**config.mk**
```make
export PLATFORM = sky130hd
export DESIGN_NAME = id_ex_operand_stage
export DESIGN_NICKNAME = d
export VERILOG_FILES = /design/src/rtl/cpu_pkg.sv /design/src/rtl/id_ex_operand_stage_fwd_mux.sv /design/src/rtl/id_ex_operand_stage.sv
export SDC_FILE = /design/constraint.sdc
export NUM_CORES = 1
export LEC_CHECK = 0
export BUFFER_PORTS_ARGS = -buffer_cell sky130_fd_sc_hd__buf_2
export CAP_MARGIN = 20
export CORE_UTILIZATION = 55
export DETAILED_ROUTE_END_ITERATION = 10
export PLACE_DENSITY_LB_ADDON = 0.2
export SLEW_MARGIN = 20
export SYNTH_ARGS = -nofsm -noshare
export SYNTH_HDL_FRONTEND = slang
export SYNTH_HIERARCHICAL = 1
export SYNTH_SLANG_ARGS = --single-unit
```
**constraint.sdc**
```tcl
create_clock -name clk -period 4.3 [get_ports clk]
set_clock_uncertainty 0.1 [all_clocks]
set_input_delay 1.29 -clock clk [delete_from_list [all_inputs] [get_ports clk]]
set_output_delay 1.29 -clock clk [all_outputs]
set_load 0.01 [all_outputs]
```
**src/rtl/cpu_pkg.sv**
```systemverilog
// Shared core widths and register-file constants.
// Used by the register file, the ID/EX stage and the hazard logic.
package cpu_pkg;

  localparam int DW = 16;
  localparam int AW = 4;

  localparam logic [AW-1:0] REG_ZERO = '0;

endpackage

```
**src/rtl/id_ex_operand_stage_fwd_mux.sv**
```systemverilog
// Per-operand bypass select: R0/unused, EX/MEM, MEM/WB, then the
// value held in the ID/EX register.
module fwd_mux
  import cpu_pkg::*;
#(
  parameter int DW_P = DW,
  parameter int AW_P = AW
) (
  input  logic [AW_P-1:0] addr,
  input  logic            re,
  input  logic [DW_P-1:0] src_q,
  input  logic [AW_P-1:0] exm_dst_addr,
  input  logic            exm_we,
  input  logic [DW_P-1:0] exm_result,
  input  logic [AW_P-1:0] mwb_dst_addr,
  input  logic            mwb_we,
  input  logic [DW_P-1:0] mwb_result,
  output logic [DW_P-1:0] opnd
);

  always_comb begin
    opnd = src_q;
    if (addr == AW_P'(REG_ZERO) || !re) begin
      opnd = '0;
    end else if (exm_we && exm_dst_addr == addr) begin
      opnd = exm_result;
    end else if (mwb_we && mwb_dst_addr == addr) begin
      opnd = mwb_result;
    end
  end

endmodule

```
**src/rtl/id_ex_operand_stage.sv**
```systemverilog
// ID/EX pipeline register with operand forwarding and
// load-use bubble insertion.
module id_ex_operand_stage
  import cpu_pkg::*;
#(
  parameter int DW_P = DW,
  parameter int AW_P = AW
) (
  input  logic            clk,
  input  logic            rst,
  input  logic            stall,
  input  logic            flush,
  input  logic            id_valid,
  input  logic [AW_P-1:0] id_p0_addr,
  input  logic [AW_P-1:0] id_p1_addr,
  input  logic            id_re0,
  input  logic            id_re1,
  input  logic [AW_P-1:0] id_dst_addr,
  input  logic            id_we,
  input  logic            id_is_load,
  input  logic [DW_P-1:0] rf_p0,
  input  logic [DW_P-1:0] rf_p1,
  input  logic [AW_P-1:0] exm_dst_addr,
  input  logic            exm_we,
  input  logic [DW_P-1:0] exm_result,
  input  logic [AW_P-1:0] mwb_dst_addr,
  input  logic            mwb_we,
  input  logic [DW_P-1:0] mwb_result,
  output logic            ex_valid,
  output logic [DW_P-1:0] ex_src0,
  output logic [DW_P-1:0] ex_src1,
  output logic [AW_P-1:0] ex_dst_addr,
  output logic            ex_we,
  output logic            ex_is_load,
  output logic            load_use_stall
);

  logic            valid_q, valid_d;
  logic [DW_P-1:0] src0_q, src0_d;
  logic [DW_P-1:0] src1_q, src1_d;
  logic [AW_P-1:0] addr0_q, addr0_d;
  logic [AW_P-1:0] addr1_q, addr1_d;
  logic            re0_q, re0_d;
  logic            re1_q, re1_d;
  logic [AW_P-1:0] dst_q, dst_d;
  logic            we_q, we_d;
  logic            is_load_q, is_load_d;

  logic            hit0, hit1;

  fwd_mux #(.DW_P(DW_P), .AW_P(AW_P)) u_fwd0 (
    .addr         (addr0_q),
    .re           (re0_q),
    .src_q        (src0_q),
    .exm_dst_addr (exm_dst_addr),
    .exm_we       (exm_we),
    .exm_result   (exm_result),
    .mwb_dst_addr (mwb_dst_addr),
    .mwb_we       (mwb_we),
    .mwb_result   (mwb_result),
    .opnd         (ex_src0)
  );

  fwd_mux #(.DW_P(DW_P), .AW_P(AW_P)) u_fwd1 (
    .addr         (addr1_q),
    .re           (re1_q),
    .src_q        (src1_q),
    .exm_dst_addr (exm_dst_addr),
    .exm_we       (exm_we),
    .exm_result   (exm_result),
    .mwb_dst_addr (mwb_dst_addr),
    .mwb_we       (mwb_we),
    .mwb_result   (mwb_result),
    .opnd         (ex_src1)
  );

  assign hit0 = id_re0 && id_p0_addr == dst_q;
  assign hit1 = id_re1 && id_p1_addr == dst_q;

  assign load_use_stall = valid_q && is_load_q && we_q
                       && dst_q != AW_P'(REG_ZERO)
                       && id_valid && !flush
                       && (hit0 || hit1);

  always_comb begin
    valid_d   = valid_q;
    src0_d    = src0_q;
    src1_d    = src1_q;
    addr0_d   = addr0_q;
    addr1_d   = addr1_q;
    re0_d     = re0_q;
    re1_d     = re1_q;
    dst_d     = dst_q;
    we_d      = we_q;
    is_load_d = is_load_q;
    if (flush) begin
      valid_d   = 1'b0;
      we_d      = 1'b0;
      is_load_d = 1'b0;
    end else if (stall) begin
      // refresh so a producer draining through WB is not lost
      src0_d = ex_src0;
      src1_d = ex_src1;
    end else if (load_use_stall) begin
      valid_d   = 1'b0;
      we_d      = 1'b0;
      is_load_d = 1'b0;
    end else begin
      valid_d   = id_valid;
      src0_d    = rf_p0;
      src1_d    = rf_p1;
      addr0_d   = id_p0_addr;
      addr1_d   = id_p1_addr;
      re0_d     = id_re0;
      re1_d     = id_re1;
      dst_d     = id_dst_addr;
      we_d      = id_we;
      is_load_d = id_is_load;
    end
  end

  always_ff @(posedge clk) begin
    if (rst) begin
      valid_q   <= 1'b0;
      src0_q    <= '0;
      src1_q    <= '0;
      addr0_q   <= '0;
      addr1_q   <= '0;
      re0_q     <= 1'b0;
      re1_q     <= 1'b0;
      dst_q     <= '0;
      we_q      <= 1'b0;
      is_load_q <= 1'b0;
    end else begin
      valid_q   <= valid_d;
      src0_q    <= src0_d;
      src1_q    <= src1_d;
      addr0_q   <= addr0_d;
      addr1_q   <= addr1_d;
      re0_q     <= re0_d;
      re1_q     <= re1_d;
      dst_q     <= dst_d;
      we_q      <= we_d;
      is_load_q <= is_load_d;
    end
  end

  assign ex_valid    = valid_q;
  assign ex_dst_addr = dst_q;
  assign ex_we       = we_q && valid_q;
  assign ex_is_load  = is_load_q && valid_q;

endmodule

```
[Word-level counts from Yosys, hierarchy flattened]
Index checks and enable logic that the tools add are counted.
Operators by class
  equal/unequal tests: 7
  $lt $le $gt $ge: 0
  add/subtract/negate cells: 0
  shift-type cells: 0
  divide/modulo/power cells: 0
  reductions and logical operators: 25
  multipliers: 0
  muxes and demuxes: 13
  bitwise operators: 3
Operator list (count)
  $mux 16: 10
  $eq 4x4->1: 6
  $logic_and 1x1->1: 13
  $logic_not 4->1: 2
  $reduce_bool 4->1: 1
  $logic_not 1->1: 3
  $logic_or 1x1->1: 3
  $mux 1: 3
  $not 1->1: 3
  $reduce_and 3->1: 1
  $ne 2x2->1 const B: 1
  $reduce_and 2->1: 1
  $reduce_or 2->1: 1
Word-level totals
  bits in read-only memories: 0
  word-level logic and storage cells: 58
  register bits: 49
  memories kept: 0
  memory bits (writable): 0
  bits of input ports: 95
  output and inout port bits: 40
  latch bits: 0

[Logic depth before layout (Yosys ltp)]
Gate-level depths: netlist of the first run.
  word-level depth: 8
  mapped depth: 9
  mapped depth without buffers: 7

[Hierarchy]
The synthesis of the first run kept the hierarchy.
Modules (own cells, without submodules)
  id_ex_operand_stage: times used 1, area each 2718.9 µm², cells an instance 309, seq. area each 980.9 µm²
  fwd_mux: times used 2, area each 757.0 µm², cells an instance 96, seq. area each 0.0 µm²

[Worst setup path before layout of the first run]
OpenSTA, ideal clock, no wires.
  kind: input to output
  from: in id_p1_addr[2]
  to: out load_use_stall
  required time: 2910 ps
  buffers on the path: 1
  data arrival time: 2423 ps
  cell stages on the path: 5
  slack: 487 ps
  path through: xor2_1 -> a2111o_1 -> o22a_1 -> clkbuf_1 -> nor2_1
On the way
  longest elaborated chain between the ends: 4
RTL lines
  from (decl): line id_ex_operand_stage.sv:15  | input logic [AW_P-1:0] id_p1_addr,
  $eq 4x4->1: line id_ex_operand_stage.sv:78  | assign hit1 = id_re1 && id_p1_addr == dst_q;
  $logic_and 1x1->1: line id_ex_operand_stage.sv:78
  $logic_or 1x1->1: line id_ex_operand_stage.sv:83  | && (hit0 || hit1);
  $logic_and 1x1->1: line id_ex_operand_stage.sv:83
  to (decl): line id_ex_operand_stage.sv:35  | output logic load_use_stall
Every way passes these cells.

[Worst setup path in the final report of the first run]
  from: in mwb_dst_addr[0]
  to: out ex_src1[14]
On the way
  longest elaborated chain between the ends: 5
RTL lines
  from (decl): line id_ex_operand_stage.sv:26  | input logic [AW_P-1:0] mwb_dst_addr,
  $eq 4x4->1: line id_ex_operand_stage_fwd_mux.sv:27  | end else if (mwb_we && mwb_dst_addr == addr) begin
  $logic_and 1x1->1: line id_ex_operand_stage_fwd_mux.sv:27
  $mux 16: line id_ex_operand_stage_fwd_mux.sv:27
  $mux 16: line id_ex_operand_stage_fwd_mux.sv:25  | end else if (exm_we && exm_dst_addr == addr) begin
  $mux 16: line id_ex_operand_stage_fwd_mux.sv:23  | if (addr == AW_P'(REG_ZERO) || !re) begin
  to (decl): line id_ex_operand_stage.sv:31  | output logic [DW_P-1:0] ex_src1,
Every way passes these cells.

==> results of run 1 <==
registers in the layout (all words and copies together) (netlist names):
name	count
re0_q	1
re1_q	1
addr0_q	4
ex_dst_addr	4
src1_q	16
we_q	1
src0_q	16
is_load_q	1
addr1_q	4
ex_valid	1
final timing paths:
check,startpoint,end,cells past startpoint
max,mwb_dst_addr[0],ex_src1[14],7
min,src1_q[3]$_SDFFE_PP0P_,src1_q[3]$_SDFFE_PP0P_,2
max reg2reg,ex_dst_addr[2]$_SDFFE_PP0P_,src1_q[4]$_SDFFE_PP0P_,7
min reg2reg,src1_q[3]$_SDFFE_PP0P_,src1_q[3]$_SDFFE_PP0P_,2
cells in the final DEF (no fill, tap or decap), drive strengths merged, types with 6 or more instances in the layout:
cell    count
buf       156
nand2      95
o31ai      65
dfxtp      49
mux2       32
mux2i      32
nand4      32
a31oi      32
xnor2      14
a32oi      14
o311ai     14
nor3b      13
nor2b       8
inv         6
nand3       6
synth_stat cells (3+ instances only):
master | n | area, µm²
nor3b_1 | 13 | 97.6
o31ai_1 | 44 | 330
nand3b_1 | 3 | 22.5
buf_6 | 9 | 101
mux2i_1 | 32 | 320
nand2_1 | 95 | 357
o31ai_2 | 18 | 225
mux2_2 | 32 | 360
inv_1 | 5 | 18.8
a31oi_1 | 30 | 188
o311ai_0 | 14 | 123
clkbuf_1 | 27 | 101
nor2b_1 | 8 | 50.1
nand4_1 | 32 | 200
clkbuf_4 | 4 | 30.0
o31ai_4 | 3 | 63.8
a32oi_1 | 14 | 123
nand3_1 | 4 | 20.0
dfxtp_1 | 49 | 981
buf_2 | 11 | 55.1
o21ai_0 | 3 | 15.0
xnor2_1 | 14 | 123
nand2b_1 | 4 | 25.0
metal layers:
layer,track usage [%],vias to the layer above,part of all wire (%)
met5,0,-,0
met2,50.4,247,48
met4,9.02,0,1.5
met1,41.4,2164,42
li1,-,2156,-
met3,4.82,19,8.1
worst min-delay path: cells and delay by family, from the launching register on:
family	cells	cell delay, ns
AND/OR/NAND/NOR	1	0.05
multiplexers	1	0.05
flip-flops	1	0.33
final cells by class:
cell class	instances	area share [%]
well taps	99	2.44
repair buffers	156	17.0
multi-input cells	395	58.2
flip-flops and latches	49	19.3
inverters	5	0.370
clock buffers	5	1.36
clock inverters	3	1.36
cell families (layout without fill, tap and decap cells):
| group | count (synthesis) | after routing | share of synthesized area (%) |
|---|---|---|---|
| xor gates and xnor gates | 17 | 17 | 3.87 |
| DFF | 49 | 49 | 23.2 |
| AOI/OAI and AO/OA | 138 | 138 | 28.5 |
| muxes | 64 | 64 | 16.1 |
| and+or+nand+nor | 176 | 176 | 21.1 |
| buffers and inverters | 57 | 169 | 7.33 |
power groups by stage:
| stage | clock, W | sequential [W] | combinational, W |
|---|---|---|---|
| 5_1_grt | 0.000424 | 0.000516 | 0.000429 |
| 6_report | 0.000401 | 0.000512 | 0.000399 |
| 4_1_cts | 0.000410 | 0.000512 | 0.000391 |
| 3_3_place_gp | 0 | 0.000521 | 0.000380 |
| 3_5_place_dp | 0 | 0.000522 | 0.000390 |
| 2_1_floorplan | 0 | 0.000514 | 0.000264 |
stage by stage:
| stage | hold WS, ns | worst slack, ns | power (W) |
|---|---|---|---|
| finish | 0.372 | 0.155 | 0.00131 |
| global route | 0.394 | 0.0570 | 0.00137 |
| CTS | 0.372 | 0.177 | 0.00131 |
| detailed placement | 0.360 | 0.174 | 0.000912 |
| global placement | 0.349 | 0.213 | 0.000901 |
| floorplan | 0.338 | 0.487 | 0.000778 |
==> flow_summary.yaml, run 1 <==
drt:
  wl_per_cell_um: 17.6
  drc: 0
  first_pass_iters: 5
  vias: 4586
  via_per_inst: 6.44
  route.antenna.remaining_nets: 0
  drt_wl_total_mm: 12.6
  drtIter0Drc: 379
final_layout:
  final_area_um2: 5070
  layout.nets: 707
  multiInputGateArea_um2: 2950
  regArea_um2: 981
  finalNonFillerCells: 712
  num_antenna_cells: 0
  fillCellCount: 641
  utilization_pct: 69.2
  drive_gt1_share_pct: 37.5
  syn_to_final_growth_pct: 19.8
worst_setup_path:
  cp_data_arrival_time_ns: 2.75
  crit_path_frequent_cell: "buf_2"
  cp_cell_sequence: "buf_2 > nor2b_1 > or3_1 > buf_4 > o31ai_2 > a31oi_1 > buf_2"
  path_delay_family: "buffers and inverters"
  ff2ff_setup_slack_ns: 1.75
  startpoint_type: "primary input"
  critical_path.max_fanout: 10
  crit_type: "in2out"
  crit_buf_inv: 3
  cpMaxStageDelayCell: "or3_1"
  end_kind: "output port"
  cp.required_ns: 2.91
  max_stage_delay_ns: 0.40
cts:
  worstSkewPairLatency_ns: 0.31
  ctsResizeCount: 0
  cts_buffer_depth: 2
  cts_made_buffers: 5
  htreeDepth: 2
  post_cts_buffers: 0
  cts_tree: "yes"
  clkTransAtPathRegs_ns: 0.10
  clkSinkCount: 49
  holdBufCountCts: 0
  ctsRootBufferMaster: "clkbuf_8"
placed_design:
  dp_cells: 704
  gp_congestion: 0.925
  post_dp_cell_area_um2: 4930
  port_buffers: 134
  place_hpwl_mm: 9.24
synthesis:
  yosysSeqAreaShare_pct: 23.2
  synth_edf_count: 0
  yosysWarningCount: 6
  syn_area_per_cell_um2: 8.45
  synth.distinct_cells: 44
  synthFlopType: "dfxtp_1"
  synthCells: 501
  async_flop_share_pct: 0
  synth_nets: 596
  ys_seq_elements: 49
  syn_area_um2: 4230
floorplanning:
  core-area_um2: 7330
  dieArea_um2: 8050
  die_h_um: 89.7
  start_util_pct: 57.7
  ios: 135
  die_x_um: 89.7
  rows: 31
pwr:
  p_sw_w: 0.000436
  p_int_w: 0.000875
  p_leak_nw: 1.91
  pwr-share-seq_pct: 39.0
  swShare_pct: 33.3
  combPwrFrac_pct: 30.4
  powerDensity_nw_per_um2: 259
  power_frac_clock_pct: 30.6
  vdd_drop_max_mv: 0.148
global_routing:
  antenna_found_initial: 0
  grt_max_degree: 51
  grt_pass1_vias: 4319
  grt_pass1_wl_mm: 20.6
  grt_usage_pct: 30.7
  overflow: 0
timing:
  period_share_pct: 96.4
  relSlewSlack_pct: 38.5
  fmax_ghz: 0.241
  tns_ns: 0
  drv_slew: 0
  post-route-min-period_ns: 4.14
  setup_violations: 0
  hold_viol: 0
  max_slew.worst_pin.slew_ns: 0.922
  rsz0062_at_grt: "no"
status:
  status: "complete, no violations"
flow_run:
  max-cap-violations: 0
hold_path:
  hp-class: "reg2reg"
No activity file was read; power rests on OpenSTA's default activity.
==> inputs of run 2 (changes only) <==
==> constraint.sdc (replaced) <==
create_clock -name clk -period 4.3 [get_ports clk]
set_clock_uncertainty 0.1 [all_clocks]
set_input_delay 1.29 -clock clk [delete_from_list [all_inputs] [get_ports clk]]
set_output_delay 1.29 -clock clk [all_outputs]
set_load 0.1 [all_outputs]
==> run 2 against run 1 <==
Net effect:
- worst setup slack worse by 0.15 ns
- via count is 3.6% higher
- die area unchanged
- largest cell class unchanged
- largest power group is now combinational logic
==> flow_summary.yaml, run 2 (same netlist as run 1, synthesis figures left out) <==
timing:
  max_slew.worst_pin.slew_ns: 0.921
  relSlewSlack_pct: 38.6
  rsz0062_at_grt: "yes"
  hold_viol: 0
  setup_violations: 0
  fmax_ghz: 0.233
  post-route-min-period_ns: 4.30
  drv_slew: 0
  tns_ns: 0
  period_share_pct: 100
worst_setup_path:
  cp_cell_sequence: "buf_2 > nor2b_1 > or3_4 > o31ai_1 > a31oi_4 > buf_2"
  startpoint_type: "primary input"
  crit_path_frequent_cell: "buf_2"
  cp.required_ns: 2.91
  ff2ff_setup_slack_ns: 1.68
  critical_path.max_fanout: 7
  cpMaxStageDelayCell: "or3_4"
  end_kind: "output port"
  max_stage_delay_ns: 0.47
  cp_data_arrival_time_ns: 2.91
  r2r_cells: 7
  crit_type: "in2out"
  reg2reg_to: "src1_q[2]$_SDFFE_PP0P_"
  r2r_start: "ex_dst_addr[2]$_SDFFE_PP0P_"
floorplanning:
  start_util_pct: 57.7
  die_x_um: 89.7
  rows: 31
  core-area_um2: 7330
  die_h_um: 89.7
  dieArea_um2: 8050
  ios: 135
drt:
  via_per_inst: 6.55
  drtIter0Drc: 282
  vias: 4753
  first_pass_iters: 5
  wl_per_cell_um: 19.5
  drt_wl_total_mm: 14.2
  route.antenna.remaining_nets: 0
  drc: 0
placed_design:
  place_hpwl_mm: 10.3
  gp_congestion: 0.910
  port_buffers: 134
  post_dp_cell_area_um2: 5680
cts:
  cts_tree: "yes"
  clkSinkCount: 49
  cts_made_buffers: 5
  clkTransAtPathRegs_ns: 0.10
  ctsRootBufferMaster: "clkbuf_8"
  htreeDepth: 2
  post_cts_buffers: 0
  worstSkewPairLatency_ns: 0.31
  cts_buffer_depth: 2
  holdBufCountCts: 0
global_routing:
  antenna_found_initial: 0
  grt_pass1_wl_mm: 22.7
  overflow: 0
  grt_usage_pct: 34.4
  grt_pass1_vias: 4682
  grt_max_degree: 55
pwr:
  p_leak_nw: 2.03
  power_w: 0.00142
  powerDensity_nw_per_um2: 240
  vdd_drop_max_mv: 0.165
hold_path:
  worst_hold_path.endpoint: "src1_q[4]$_SDFFE_PP0P_"
  hp-class: "reg2reg"
  holdCritStartpoint: "src1_q[4]$_SDFFE_PP0P_"
  hold_depth: 2
final_layout:
  syn_to_final_growth_pct: 40.1
  final_area_um2: 5930
  final_cell_mix: "buf_2, nand2_1, dfxtp_1, o31ai_1, buf_4"
  drive_gt1_share_pct: 44.5
  final_common_cell: "buf_2"
  largestRegisters: "src0_q: 16 flops, src1_q: 16 flops"
  num_antenna_cells: 0
  layout.nets: 721
status:
  status: "complete, no violations"
flow_run:
  max-cap-violations: 0
## run 2: cell count changes in the layout (fill, tap and decap cells not counted), moves of 2 or more
cell      change
a31oi_1      -30
or3_1         -2
o31ai_4       +6
o31ai_2       -4
a31oi_4      +32
buf_12       +13
clkbuf_4      +9
a31oi_2       -2
o31ai_1       -2
buf_4        +19
or3_4         +2
buf_2        -27
## run 2: how the worst max path moves through the flow
stage                                from  slack (ns)        endpoint  cells past startpoint
floorplan           ex_valid$_SDFFE_PP0N_       -0.13  load_use_stall                      5
global route              mwb_dst_addr[0]       -0.03      ex_src0[0]                      6
detailed placement        mwb_dst_addr[0]       -0.13      ex_src1[7]                      7
global placement          mwb_dst_addr[0]       -0.06     ex_src1[13]                      7
finish                    mwb_dst_addr[0]      0.0009     ex_src0[15]                      6
CTS                       mwb_dst_addr[0]        0.03      ex_src0[5]                      7
## run 2: stage by stage
| step | setup slack, ns | util (%) | std cells | hold slack, ns |
|---|---|---|---|---|
| detailed placement | -0.129 | 77.5 | 718 | 0.366 |
| floorplan | -0.129 | - | 501 | 0.338 |
| global placement | -0.0557 | 77.5 | 718 | 0.348 |
| global route | -0.0297 | 80.9 | 726 | 0.390 |
| finish | 0.000938 | 80.9 | 726 | 0.383 |
| CTS | 0.0290 | 79.4 | 726 | 0.383 |
## run 2: area by class of cell
type | instances | area, µm²
Timing Repair Buffer | 170 | 1200
Clock buffer | 5 | 68.8
Sequential cell | 49 | 981
Tap cell | 99 | 124
Multi-Input combinational cell | 395 | 3500
Fill cell | 484 | 1400
Inverter | 5 | 18.8
Clock inverter | 3 | 43.8
## run 2: worst max-delay path: cells and delay by family
kind | cells | cell delay, ns
AO/OA/AOI/OAI | 2 | 0.55
buffers and inverters | 2 | 0.44
AND/OR/NAND/NOR | 2 | 0.63
## run 2: power by group
group | switching [W] | internal, W | leakage [nW]
Combinational | 0.000355 | 0.000207 | 1.57
Clock | 0.000171 | 0.000175 | 0.0585
Sequential | 0.0000352 | 0.000480 | 0.402
## run 2: routing by layer
layer / share of wire [%] / routed length (µm) / track usage (%)
met5: 0 / 0 / 0
met4: 4.1 / 578 / 16.9
met3: 7.1 / 1010 / 4.91
met2: 49 / 6960 / 59.7
met1: 40 / 5640 / 41.5
## run 2: what timing repair did
action | 4_1_cts | 5_1_grt
endpoints found under the setup margin | 28 | 24
pin swaps | 0 | 0
gates resized for setup | 9 | 37
